$ cat src/rtl/book_mem_arbiter.sv
// Shared order-book RAM stage: captures one-cycle requests from the add/cancel/execute
// engines, serves them round-robin one at a time, and pulses valid back to the owner.
module book_mem_arbiter #(
  parameter int NUM_REQ       = 3,
  parameter int ADDRESS_INDEX = 3,
  parameter int MAX_INDEX     = 11,
  parameter int DEPTH         = MAX_INDEX + 1,
  parameter int RD_LATENCY    = 2,
  parameter int PRICE_W       = 16,
  parameter int QTY_W         = 16
) (
  input  logic                                    clk_in,
  input  logic                                    rst_in,
  input  logic [NUM_REQ-1:0]                      mem_start,
  input  logic [NUM_REQ-1:0][ADDRESS_INDEX:0]     addr,
  input  logic [NUM_REQ-1:0]                      is_write,
  input  logic [NUM_REQ-1:0][PRICE_W+QTY_W-1:0]   data_w,
  output logic [NUM_REQ-1:0]                      valid,
  output logic [PRICE_W+QTY_W-1:0]                data_r,
  output logic                                    addr_err,
  output logic                                    busy
);

  localparam int AW = ADDRESS_INDEX + 1;
  localparam int EW = PRICE_W + QTY_W;
  localparam int GW = (NUM_REQ > 1) ? $clog2(NUM_REQ) : 1;
  localparam int CW = (RD_LATENCY > 1) ? $clog2(RD_LATENCY) : 1;
  localparam int RW = (DEPTH > 1) ? $clog2(DEPTH) : 1;

  typedef enum logic [1:0] {
    S_IDLE,
    S_ACCESS,
    S_RESPOND
  } state_t;

  state_t          r_state;
  state_t          w_state_next;
  logic [GW-1:0]   r_ptr;
  logic [GW-1:0]   r_grant;
  logic [CW-1:0]   r_cnt;
  logic [EW-1:0]   r_ram [DEPTH];

  logic [NUM_REQ-1:0] w_pending;
  logic [AW-1:0]      w_slot_addr [NUM_REQ];
  logic [NUM_REQ-1:0] w_slot_wr;
  logic [EW-1:0]      w_slot_data [NUM_REQ];

  logic          w_any;
  logic [GW-1:0] w_pick;
  logic          w_grant_fire;
  logic [AW-1:0] w_cur_addr;
  logic          w_cur_wr;
  logic [EW-1:0] w_cur_data;
  logic          w_in_range;
  logic [RW-1:0] w_ram_idx;
  logic          w_access_first;
  logic          w_access_last;

  function automatic logic [GW-1:0] rr_idx(input logic [GW-1:0] base_i, input int k);
    int s;
    s = int'(base_i) + k;
    if (s >= NUM_REQ) s = s - NUM_REQ;
    return GW'(s);
  endfunction

  // Per-requester slot; a pulse is dropped while the slot is pending or in flight.
  for (genvar gi = 0; gi < NUM_REQ; gi++) begin : g_req
    logic          r_pend;
    logic [AW-1:0] r_addr;
    logic          r_wr;
    logic [EW-1:0] r_data;
    logic          w_capture;

    assign w_capture = mem_start[gi] && !r_pend &&
                       !((r_state != S_IDLE) && (r_grant == GW'(gi)));

    always_ff @(posedge clk_in or posedge rst_in) begin
      if (rst_in) begin
        r_pend <= 1'b0;
      end else if (w_capture) begin
        r_pend <= 1'b1;
      end else if (w_grant_fire && (w_pick == GW'(gi))) begin
        r_pend <= 1'b0;
      end
    end

    always_ff @(posedge clk_in) begin
      if (w_capture) begin
        r_addr <= addr[gi];
        r_wr   <= is_write[gi];
        r_data <= data_w[gi];
      end
    end

    assign w_pending[gi]   = r_pend;
    assign w_slot_addr[gi] = r_addr;
    assign w_slot_wr[gi]   = r_wr;
    assign w_slot_data[gi] = r_data;
  end

  always_comb begin
    w_any  = 1'b0;
    w_pick = '0;
    for (int k = 0; k < NUM_REQ; k++) begin
      if (!w_any && w_pending[rr_idx(r_ptr, k)]) begin
        w_any  = 1'b1;
        w_pick = rr_idx(r_ptr, k);
      end
    end
  end

  assign w_grant_fire   = (r_state == S_IDLE) && w_any;
  assign w_cur_addr     = w_slot_addr[r_grant];
  assign w_cur_wr       = w_slot_wr[r_grant];
  assign w_cur_data     = w_slot_data[r_grant];
  assign w_in_range     = int'(w_cur_addr) < DEPTH;
  assign w_ram_idx      = RW'(w_cur_addr);
  assign w_access_first = (r_state == S_ACCESS) && (r_cnt == CW'(RD_LATENCY - 1));
  assign w_access_last  = (r_state == S_ACCESS) && (r_cnt == '0);

  always_ff @(posedge clk_in or posedge rst_in) begin
    if (rst_in) begin
      r_state <= S_IDLE;
    end else begin
      r_state <= w_state_next;
    end
  end

  always_comb begin
    w_state_next = r_state;
    valid        = '0;
    addr_err     = 1'b0;
    busy         = 1'b0;
    case (r_state)
      S_IDLE: begin
        if (w_any) w_state_next = S_ACCESS;
      end
      S_ACCESS: begin
        busy = 1'b1;
        if (r_cnt == '0) w_state_next = S_RESPOND;
      end
      S_RESPOND: begin
        busy     = 1'b1;
        addr_err = !w_in_range;
        for (int k = 0; k < NUM_REQ; k++) valid[k] = (r_grant == GW'(k));
        w_state_next = S_IDLE;
      end
      default: w_state_next = S_IDLE;
    endcase
  end

  always_ff @(posedge clk_in or posedge rst_in) begin
    if (rst_in) begin
      r_ptr   <= '0;
      r_grant <= '0;
      r_cnt   <= '0;
      data_r  <= '0;
    end else begin
      if (w_grant_fire) begin
        r_grant <= w_pick;
        r_ptr   <= (w_pick == GW'(NUM_REQ - 1)) ? '0 : w_pick + GW'(1);
        r_cnt   <= CW'(RD_LATENCY - 1);
      end else if ((r_state == S_ACCESS) && (r_cnt != '0)) begin
        r_cnt <= r_cnt - CW'(1);
      end
      // Out-of-range reads return zero rather than an aliased word.
      if (w_access_last && !w_cur_wr) begin
        data_r <= w_in_range ? r_ram[w_ram_idx] : '0;
      end
    end
  end

  always_ff @(posedge clk_in) begin
    if (w_access_first && w_cur_wr && w_in_range) begin
      r_ram[w_ram_idx] <= w_cur_data;
    end
  end

endmodule

$ cat config.mk
export PLATFORM = sky130hd
export DESIGN_NAME = book_mem_arbiter
export DESIGN_NICKNAME = d
export VERILOG_FILES = /design/src/rtl/book_mem_arbiter.sv
export SDC_FILE = /design/constraint.sdc
export NUM_CORES = 1
export LEC_CHECK = 0
export CORE_MARGIN = 2
export CORE_UTILIZATION = 60
export DETAILED_ROUTE_END_ITERATION = 7
export GPL_ROUTABILITY_DRIVEN = 0
export GPL_TIMING_DRIVEN = 0
export HOLD_SLACK_MARGIN = 0.05
export PLACE_DENSITY = 0.81
export SETUP_SLACK_MARGIN = 0.3
export SLEW_MARGIN = 15
export SYNTH_ARGS = -nofsm -noshare
export SYNTH_HDL_FRONTEND = slang
export SYNTH_SLANG_ARGS = --single-unit
$ cat constraint.sdc
create_clock -name clk_in -period 9.5 [get_ports clk_in]
set_input_delay 1.9 -clock clk_in [delete_from_list [all_inputs] [get_ports clk_in]]
set_output_delay 1.9 -clock clk_in [all_outputs]
set_load 0.02 [all_outputs]
==> run_summary.xml, run 1 <==
<?xml version="1.0" encoding="UTF-8"?>
<metrics>
  <group name="run_status">
    <metric name="outcome" unit="">finished clean</metric>
  </group>
  <group name="power_and_ir_drop">
    <metric name="irDropWorstVdd" unit="mV">0.184</metric>
    <metric name="pwr-share-seq" unit="">0.408</metric>
    <metric name="clock_power_share" unit="">0.237</metric>
    <metric name="power_share_of_the_combinational_group" unit="">0.355</metric>
    <metric name="p_leak" unit="nW">8.91</metric>
    <metric name="p_switching" unit="mW">2.80</metric>
    <metric name="sw_frac_of_total" unit="">0.349</metric>
    <metric name="cell_internal_pwr" unit="mW">5.21</metric>
    <metric name="power_per_cell_area" unit="mW/mm2">317</metric>
  </group>
  <group name="grt">
    <metric name="grt_pass1_vias" unit="">12300</metric>
    <metric name="grt_start_max_net_pins" unit="">28</metric>
    <metric name="grt_use_met3" unit="">0.0413</metric>
    <metric name="groute.layer.met1.usage" unit="">0.359</metric>
    <metric name="globalRouteOverflowTotal" unit="">0</metric>
    <metric name="initial_antenna_violation_count" unit="">0</metric>
    <metric name="wire_length_of_the_first_global_routing_pass" unit="um">71500</metric>
    <metric name="grt_most_used_layer" unit="">met2</metric>
    <metric name="grt_use_met2" unit="">0.449</metric>
    <metric name="groute.usage.overall" unit="">0.266</metric>
  </group>
  <group name="clocking">
    <metric name="htree_num_levels" unit="">2</metric>
    <metric name="cts-resized-gates" unit="">0</metric>
    <metric name="clock_tree_from_tritoncts" unit="">yes</metric>
    <metric name="post_cts.repair.setup_buffers" unit="">0</metric>
    <metric name="clk_path_buf_depth" unit="">3</metric>
    <metric name="clkSlewWorstSetupHoldPaths" unit="ns">0.06</metric>
    <metric name="cts_root_buffer" unit="">sky130_fd_sc_hd__clkbuf_16</metric>
    <metric name="cts_hold_repair.buffers" unit="">0</metric>
    <metric name="cts_sinks" unit="">537</metric>
    <metric name="tritoncts.num_buffers" unit="">50</metric>
    <metric name="clock_latency" unit="ns">0.56</metric>
  </group>
  <group name="cells_and_area">
    <metric name="nets" unit="">1649</metric>
    <metric name="antenna-diode-count" unit="">0</metric>
    <metric name="layoutNonFillerInstCount" unit="">2018</metric>
    <metric name="post_layout_util" unit="">0.731</metric>
    <metric name="postLayoutCellArea" unit="mm2">0.0252</metric>
    <metric name="drive_above_1_share" unit="">0.0902</metric>
    <metric name="syn2layout_area_growth" unit="%">19.7</metric>
  </group>
  <group name="synthesis">
    <metric name="yosysSeqAreaShare" unit="">0.755</metric>
    <metric name="synthFlopType" unit="">sky130_fd_sc_hd__edfxtp_1</metric>
    <metric name="synth.avg_cell_area" unit="um2">16.3</metric>
    <metric name="synth-edff-count" unit="">495</metric>
    <metric name="synth.distinct_cells" unit="">41</metric>
    <metric name="synth-seq-cells" unit="">537</metric>
    <metric name="synth_cells" unit="">1297</metric>
    <metric name="yosys_warnings" unit="">0</metric>
    <metric name="syn-num-nets" unit="">1422</metric>
    <metric name="synth_area" unit="mm2">0.0211</metric>
    <metric name="ys_async_sr_fraction" unit="">0.0782</metric>
  </group>
  <group name="sta">
    <metric name="finalHoldViolations" unit="">0</metric>
    <metric name="timing.setup.tns" unit="ns">0</metric>
    <metric name="period_minus_slack" unit="ns">4.75</metric>
    <metric name="final.setup.worst_slack" unit="ns">4.75</metric>
    <metric name="worst_max_slew_pin_slew" unit="ns">1.19</metric>
    <metric name="max_slew_violation_count" unit="">0</metric>
    <metric name="slew-limit-headroom" unit="">0.199</metric>
    <metric name="setup_viol" unit="">0</metric>
    <metric name="fin_skew" unit="ns">0.0213</metric>
    <metric name="final.period_utilization" unit="">0.500</metric>
    <metric name="rsz0062_at_grt" unit="">no</metric>
    <metric name="max_freq" unit="MHz">210</metric>
  </group>
  <group name="route">
    <metric name="finalWirelength" unit="um">48300</metric>
    <metric name="routed_via_density" unit="">6.05</metric>
    <metric name="route.detailed.drc" unit="">0</metric>
    <metric name="drt_first_iter_violations" unit="">1305</metric>
    <metric name="route.antenna.remaining_nets" unit="">0</metric>
    <metric name="vias" unit="">12200</metric>
    <metric name="route.detailed.wl_per_inst" unit="um">24.0</metric>
    <metric name="detailedRoute.firstPassIterationCount" unit="">5</metric>
  </group>
  <group name="setup_path">
    <metric name="timing.critical_path.arrival" unit="ns">2.85</metric>
    <metric name="cp_data_required_time" unit="ns">7.60</metric>
    <metric name="timing_worst_setup_path_type" unit="">reg -&gt; out</metric>
    <metric name="regToRegStartpoint" unit="">r_grant[1]$_DFFE_PP0P_</metric>
    <metric name="regToRegEndpoint" unit="">r_ram[0][25]$_DFFE_PP_</metric>
    <metric name="cp-end-kind" unit="">output pin</metric>
    <metric name="end_point_of_the_critical_path" unit="">valid[2]</metric>
    <metric name="timing.reg2reg.worst_path_depth" unit="">10</metric>
    <metric name="startpoint" unit="">r_grant[1]$_DFFE_PP0P_</metric>
    <metric name="regToRegSetupSlack" unit="ns">5.97</metric>
    <metric name="cp-start-kind" unit="">flop</metric>
    <metric name="cp_max_fo" unit="">10</metric>
  </group>
  <group name="floorplanning">
    <metric name="dieArea" unit="mm2">0.0366</metric>
    <metric name="rows" unit="">68</metric>
    <metric name="core_area" unit="mm2">0.0345</metric>
    <metric name="chip_height" unit="um">191</metric>
    <metric name="die_width" unit="um">191</metric>
    <metric name="design.portCount" unit="">153</metric>
    <metric name="initial_utilization" unit="">0.610</metric>
  </group>
  <group name="run">
    <metric name="max_cap_violations" unit="">0</metric>
  </group>
  <group name="min_path">
    <metric name="hold_path_startpoint" unit="">data_r[26]$_DFFE_PP0P_</metric>
    <metric name="cell_count_of_the_worst_hold_path" unit="">2</metric>
    <metric name="min-delay-path-class" unit="">reg -&gt; reg</metric>
  </group>
  <group name="place">
    <metric name="placed_cell_area" unit="mm2">0.0237</metric>
    <metric name="dp_slack" unit="ns">5.33</metric>
    <metric name="port_buffers" unit="">152</metric>
    <metric name="post_placement_cell_count" unit="">1927</metric>
    <metric name="place_hpwl" unit="um">31500</metric>
  </group>
</metrics>
-- cells by family (layout without fill, tap and decap cells) --
| kind of cell | after synthesis | count (layout) | share of synthesized area |
|---|---|---|---|
| AO/OA/AOI/OAI | 127 | 127 | 0.0405 |
| AND/OR/NAND/NOR | 278 | 278 | 0.0542 |
| multiplexers | 266 | 266 | 0.126 |
| adder cells (fa/ha/maj) | 9 | 9 | 0.00534 |
| flip-flops | 537 | 537 | 0.755 |
| buffers and inverters | 80 | 346 | 0.0184 |
-- area by class of cell --
cell class | count | area (um2)
tap | 455 | 569
clock inverter | 17 | 134
fill | 2070 | 9300
buffer | 70 | 350
multi-input combinational | 680 | 4900
timing repair buffer | 175 | 1930
clock buffer | 74 | 1400
sequential | 537 | 15900
inverter | 10 | 37.5
-- critical path, cell delays in order (launching register included) --
cell,delay (ns)
sky130_fd_sc_hd__dfrtp_1,0.35
sky130_fd_sc_hd__buf_4,0.20
sky130_fd_sc_hd__buf_2,0.32
sky130_fd_sc_hd__buf_1,0.53
sky130_fd_sc_hd__and3_1,0.28
sky130_fd_sc_hd__clkdlybuf4s50_1,0.62
-- state kept, by name, summed over array words and instances, names as in the netlist --
| register | flops |
|---|---|
| r_ram | 384 |
| g_req.r_data | 96 |
| data_r | 32 |
| g_req.r_addr | 12 |
| g_req.r_pend | 3 |
| g_req.r_wr | 3 |
| r_grant | 2 |
| r_ptr | 2 |
| r_state | 2 |
| r_cnt | 1 |
-- routing by layer --
metal  vias to the layer above  wire [um]
met3                        92       4210
met1                      6065      19000
li1                       5399          -
met2                       651      24000
met5                         -          0
met4                         0       1150
-- through the flow --
| step | power [mW] | hold slack (ns) |
|---|---|---|
| 4_1_cts | 7.99 | 0.554 |
| 6_report | 8.01 | 0.549 |
| 2_1_floorplan | 5.04 | 0.506 |
| 5_1_grt | 8.30 | 0.575 |
| 3_3_place_gp | 5.94 | 0.522 |
| 3_5_place_dp | 6.10 | 0.541 |
-- cells in the final DEF, fill, tap and decap left out, drive strengths merged, types with 13 or more instances in the layout --
cell           count
edfxtp           495
a31oi             31
nand3             32
clkdlybuf4s50    152
o21ai             39
clkinv            13
buf               60
clkbuf           107
nor2              51
nand2            175
a32oi             31
mux2i            264
dfrtp             42
-- Yosys cell counts, drive strengths merged, types with 2 or more instances --
cell type	number	share of area
buf	37	0.011
a221oi	2	0.00083
edfxtp	495	0.71
clkbuf	33	0.0059
and3	2	0.00059
nand2	175	0.031
nor3b	4	0.0014
nand3	32	0.0076
inv	10	0.0018
a32oi	31	0.013
o21ai	39	0.0093
ha	9	0.0053
nor2	51	0.0091
nor2b	3	0.00089
o22ai	4	0.0012
mux2i	264	0.13
o21a	2	0.00071
a21o	2	0.00071
mux2	2	0.0011
dfrtp	42	0.050
a31oi	31	0.0092
nand2b	5	0.0015
nand3b	2	0.00071
a21oi	6	0.0014
-- power groups by stage --
stage	combinational [mW]	clock, mW	sequential (mW)
after floorplan	1.68	0	3.37
after global placement	2.61	0	3.33
after detailed placement	2.79	0	3.31
after CTS	2.81	1.91	3.26
after global routing	3.03	1.99	3.28
final	2.85	1.90	3.26
-- how the worst min path moves through the flow --
stage	to	slack, ns
2_1_floorplan	r_state[1]$_DFFE_PP0P_	0.51
6_report	data_r[26]$_DFFE_PP0P_	0.55
4_1_cts	data_r[26]$_DFFE_PP0P_	0.55
3_3_place_gp	r_state[1]$_DFFE_PP0P_	0.52
3_5_place_dp	r_state[1]$_DFFE_PP0P_	0.54
5_1_grt	data_r[3]$_DFFE_PP0P_	0.57
(Power assumes the default switching activity.)
==> run 2: changes to the inputs <==
--- a/config.mk
+++ b/config.mk
@@ -6,12 +6,12 @@
 export NUM_CORES = 1
 export LEC_CHECK = 0
 export CORE_MARGIN = 2
-export CORE_UTILIZATION = 60
+export CORE_UTILIZATION = 58
 export DETAILED_ROUTE_END_ITERATION = 7
 export GPL_ROUTABILITY_DRIVEN = 0
 export GPL_TIMING_DRIVEN = 0
 export HOLD_SLACK_MARGIN = 0.05
-export PLACE_DENSITY = 0.81
+export PLACE_DENSITY = 0.79
 export SETUP_SLACK_MARGIN = 0.3
 export SLEW_MARGIN = 15
 export SYNTH_ARGS = -nofsm -noshare
==> constraint.sdc (replaced) <==
create_clock -name clk_in -period 4.9 [get_ports clk_in]
set_input_delay 0.98 -clock clk_in [delete_from_list [all_inputs] [get_ports clk_in]]
set_output_delay 0.98 -clock clk_in [all_outputs]
set_load 0.02 [all_outputs]
==> run_summary.xml, run 2 (synthesized netlist as in run 1, its figures left out) <==
<?xml version="1.0" encoding="UTF-8"?>
<metrics>
  <group name="sta">
    <metric name="worst_max_slew_pin_slew" unit="ns">1.16</metric>
    <metric name="fin_hold_ws" unit="ns">0.548</metric>
    <metric name="finalHoldViolations" unit="">0</metric>
    <metric name="fin_skew" unit="ns">0.0149</metric>
    <metric name="slew-limit-headroom" unit="">0.217</metric>
    <metric name="final.period_utilization" unit="">0.790</metric>
    <metric name="setup_viol" unit="">0</metric>
    <metric name="max_slew_violation_count" unit="">0</metric>
    <metric name="period_minus_slack" unit="ns">3.87</metric>
    <metric name="rsz0062_at_grt" unit="">no</metric>
    <metric name="max_freq" unit="MHz">258</metric>
  </group>
  <group name="setup_path">
    <metric name="cp-start-kind" unit="">flop</metric>
    <metric name="timing.critical_path.arrival" unit="ns">2.89</metric>
    <metric name="cp-end-kind" unit="">output pin</metric>
    <metric name="cp_max_fo" unit="">10</metric>
    <metric name="cp_data_required_time" unit="ns">3.92</metric>
    <metric name="timing_worst_setup_path_type" unit="">reg -&gt; out</metric>
  </group>
  <group name="route">
    <metric name="routed_via_density" unit="">6.00</metric>
    <metric name="route.detailed.wl_per_inst" unit="um">23.7</metric>
    <metric name="finalWirelength" unit="um">48000</metric>
    <metric name="detailedRoute.firstPassIterationCount" unit="">6</metric>
    <metric name="vias" unit="">12200</metric>
    <metric name="route.detailed.drc" unit="">0</metric>
    <metric name="drt_first_iter_violations" unit="">1333</metric>
    <metric name="route.antenna.remaining_nets" unit="">0</metric>
  </group>
  <group name="clocking">
    <metric name="cts_root_buffer" unit="">sky130_fd_sc_hd__clkbuf_16</metric>
    <metric name="cts-resized-gates" unit="">0</metric>
    <metric name="htree_num_levels" unit="">2</metric>
    <metric name="cts_sinks" unit="">537</metric>
    <metric name="clock_tree_from_tritoncts" unit="">yes</metric>
    <metric name="post_cts.repair.setup_buffers" unit="">0</metric>
    <metric name="tritoncts.num_buffers" unit="">51</metric>
    <metric name="clk_path_buf_depth" unit="">3</metric>
    <metric name="cts_hold_repair.buffers" unit="">0</metric>
    <metric name="clkSlewWorstSetupHoldPaths" unit="ns">0.06</metric>
    <metric name="clock_latency" unit="ns">0.58</metric>
  </group>
  <group name="cells_and_area">
    <metric name="largest_register_ffs" unit="">384</metric>
    <metric name="post_layout_util" unit="">0.711</metric>
    <metric name="syn2layout_area_growth" unit="%">20.2</metric>
    <metric name="filler_cell_count" unit="">2158</metric>
    <metric name="registers.top_by_ff_count" unit="">r_ram</metric>
    <metric name="antenna-diode-count" unit="">0</metric>
    <metric name="largest_registers" unit="">r_ram (384), g_req.r_data (96), data_r (32)</metric>
    <metric name="layoutNonFillerInstCount" unit="">2028</metric>
    <metric name="mostFrequentLayoutCells" unit="">495 x sky130_fd_sc_hd__edfxtp_1, 264 x sky130_fd_sc_hd__mux2i_1, 175 x sky130_fd_sc_hd__nand2_1</metric>
    <metric name="nets" unit="">1649</metric>
    <metric name="layout.cells.most_common" unit="">sky130_fd_sc_hd__edfxtp_1</metric>
    <metric name="drive_above_1_share" unit="">0.0983</metric>
  </group>
  <group name="place">
    <metric name="post_placement_cell_count" unit="">1932</metric>
    <metric name="port_buffers" unit="">152</metric>
    <metric name="place_hpwl" unit="um">31000</metric>
  </group>
  <group name="grt">
    <metric name="groute.usage.overall" unit="">0.256</metric>
    <metric name="grt_start_max_net_pins" unit="">30</metric>
    <metric name="grt_pass1_vias" unit="">12500</metric>
    <metric name="initial_antenna_violation_count" unit="">0</metric>
    <metric name="globalRouteOverflowTotal" unit="">0</metric>
    <metric name="wire_length_of_the_first_global_routing_pass" unit="um">72400</metric>
  </group>
  <group name="floorplanning">
    <metric name="rows" unit="">69</metric>
    <metric name="initial_utilization" unit="">0.591</metric>
    <metric name="die_width" unit="um">195</metric>
    <metric name="design.portCount" unit="">153</metric>
    <metric name="chip_height" unit="um">195</metric>
    <metric name="dieArea" unit="mm2">0.0379</metric>
    <metric name="core_area" unit="mm2">0.0357</metric>
  </group>
  <group name="min_path">
    <metric name="min-delay-path-class" unit="">reg -&gt; reg</metric>
  </group>
  <group name="run_status">
    <metric name="outcome" unit="">finished clean</metric>
  </group>
  <group name="power_and_ir_drop">
    <metric name="p_leak" unit="nW">8.97</metric>
    <metric name="irDropWorstVdd" unit="mV">0.422</metric>
    <metric name="power_per_cell_area" unit="mW/mm2">620</metric>
  </group>
  <group name="run">
    <metric name="max_cap_violations" unit="">0</metric>
  </group>
</metrics>
## run 2: final timing paths
path	cells after the start	endpoint	slack, ns	start
worst min-delay path	2	data_r[28]$_DFFE_PP0P_	0.55	data_r[28]$_DFFE_PP0P_
min in group asynchronous	2	data_r[14]$_DFFE_PP0P_	0.70	rst_in
max in group asynchronous	3	data_r[4]$_DFFE_PP0P_	3.66	rst_in
worst max-delay path	5	valid[2]	1.03	r_grant[1]$_DFFE_PP0P_
worst max register to register	10	r_ram[4][23]$_DFFE_PP_	1.55	r_grant[1]$_DFFE_PP0P_
worst min register to register	2	data_r[28]$_DFFE_PP0P_	0.55	data_r[28]$_DFFE_PP0P_
## run 2: metal layers
metal / GRT usage / vias to the layer above / part of all wire
li1: - / 5404 / -
met1: 0.344 / 5944 / 0.39
met2: 0.427 / 684 / 0.49
met3: 0.0392 / 126 / 0.093
met4: 0.100 / 0 / 0.034
met5: 0 / - / 0
## run 2: where the power goes
group	leakage [nW]	switching [mW]	internal (mW)
combinational	3.17	3.64	1.89
clock	0.815	1.65	2.21
sequential	4.98	0.208	6.12
total	8.97	5.49	10.2
## run 2: metrics by stage
| stage | worst slack [ns] | power [mW] | cell area, um2 | TNS, ns |
|---|---|---|---|---|
| after floorplan | 0.473 | 9.78 | 21100 | 0 |
| after detailed placement | 1.58 | 11.8 | 23700 | 0 |
| after global routing | 0.888 | 16.3 | 25300 | 0 |
| after global placement | -1.64 | 11.5 | 23200 | -147.06 |
| final | 1.03 | 15.7 | 25300 | 0 |
| after CTS | 0.970 | 15.7 | 25300 | 0 |
## run 2: layout make-up
cell class	instances	area, um2	area share
buffer	70	350	0.0138
inverter	10	37.5	0.00148
tap	461	577	0.0228
sequential	537	15900	0.628
timing repair buffer	174	1920	0.0758
multi-input combinational	680	4900	0.193
clock buffer	65	1380	0.0544
clock inverter	31	267	0.0105
## run 2: worst max-delay path, stage by stage, from the launching register on
cell	delay, ns
sky130_fd_sc_hd__dfrtp_1	0.34
sky130_fd_sc_hd__buf_4	0.19
sky130_fd_sc_hd__buf_2	0.32
sky130_fd_sc_hd__buf_1	0.54
sky130_fd_sc_hd__and3_1	0.29
sky130_fd_sc_hd__clkdlybuf4s50_1	0.63
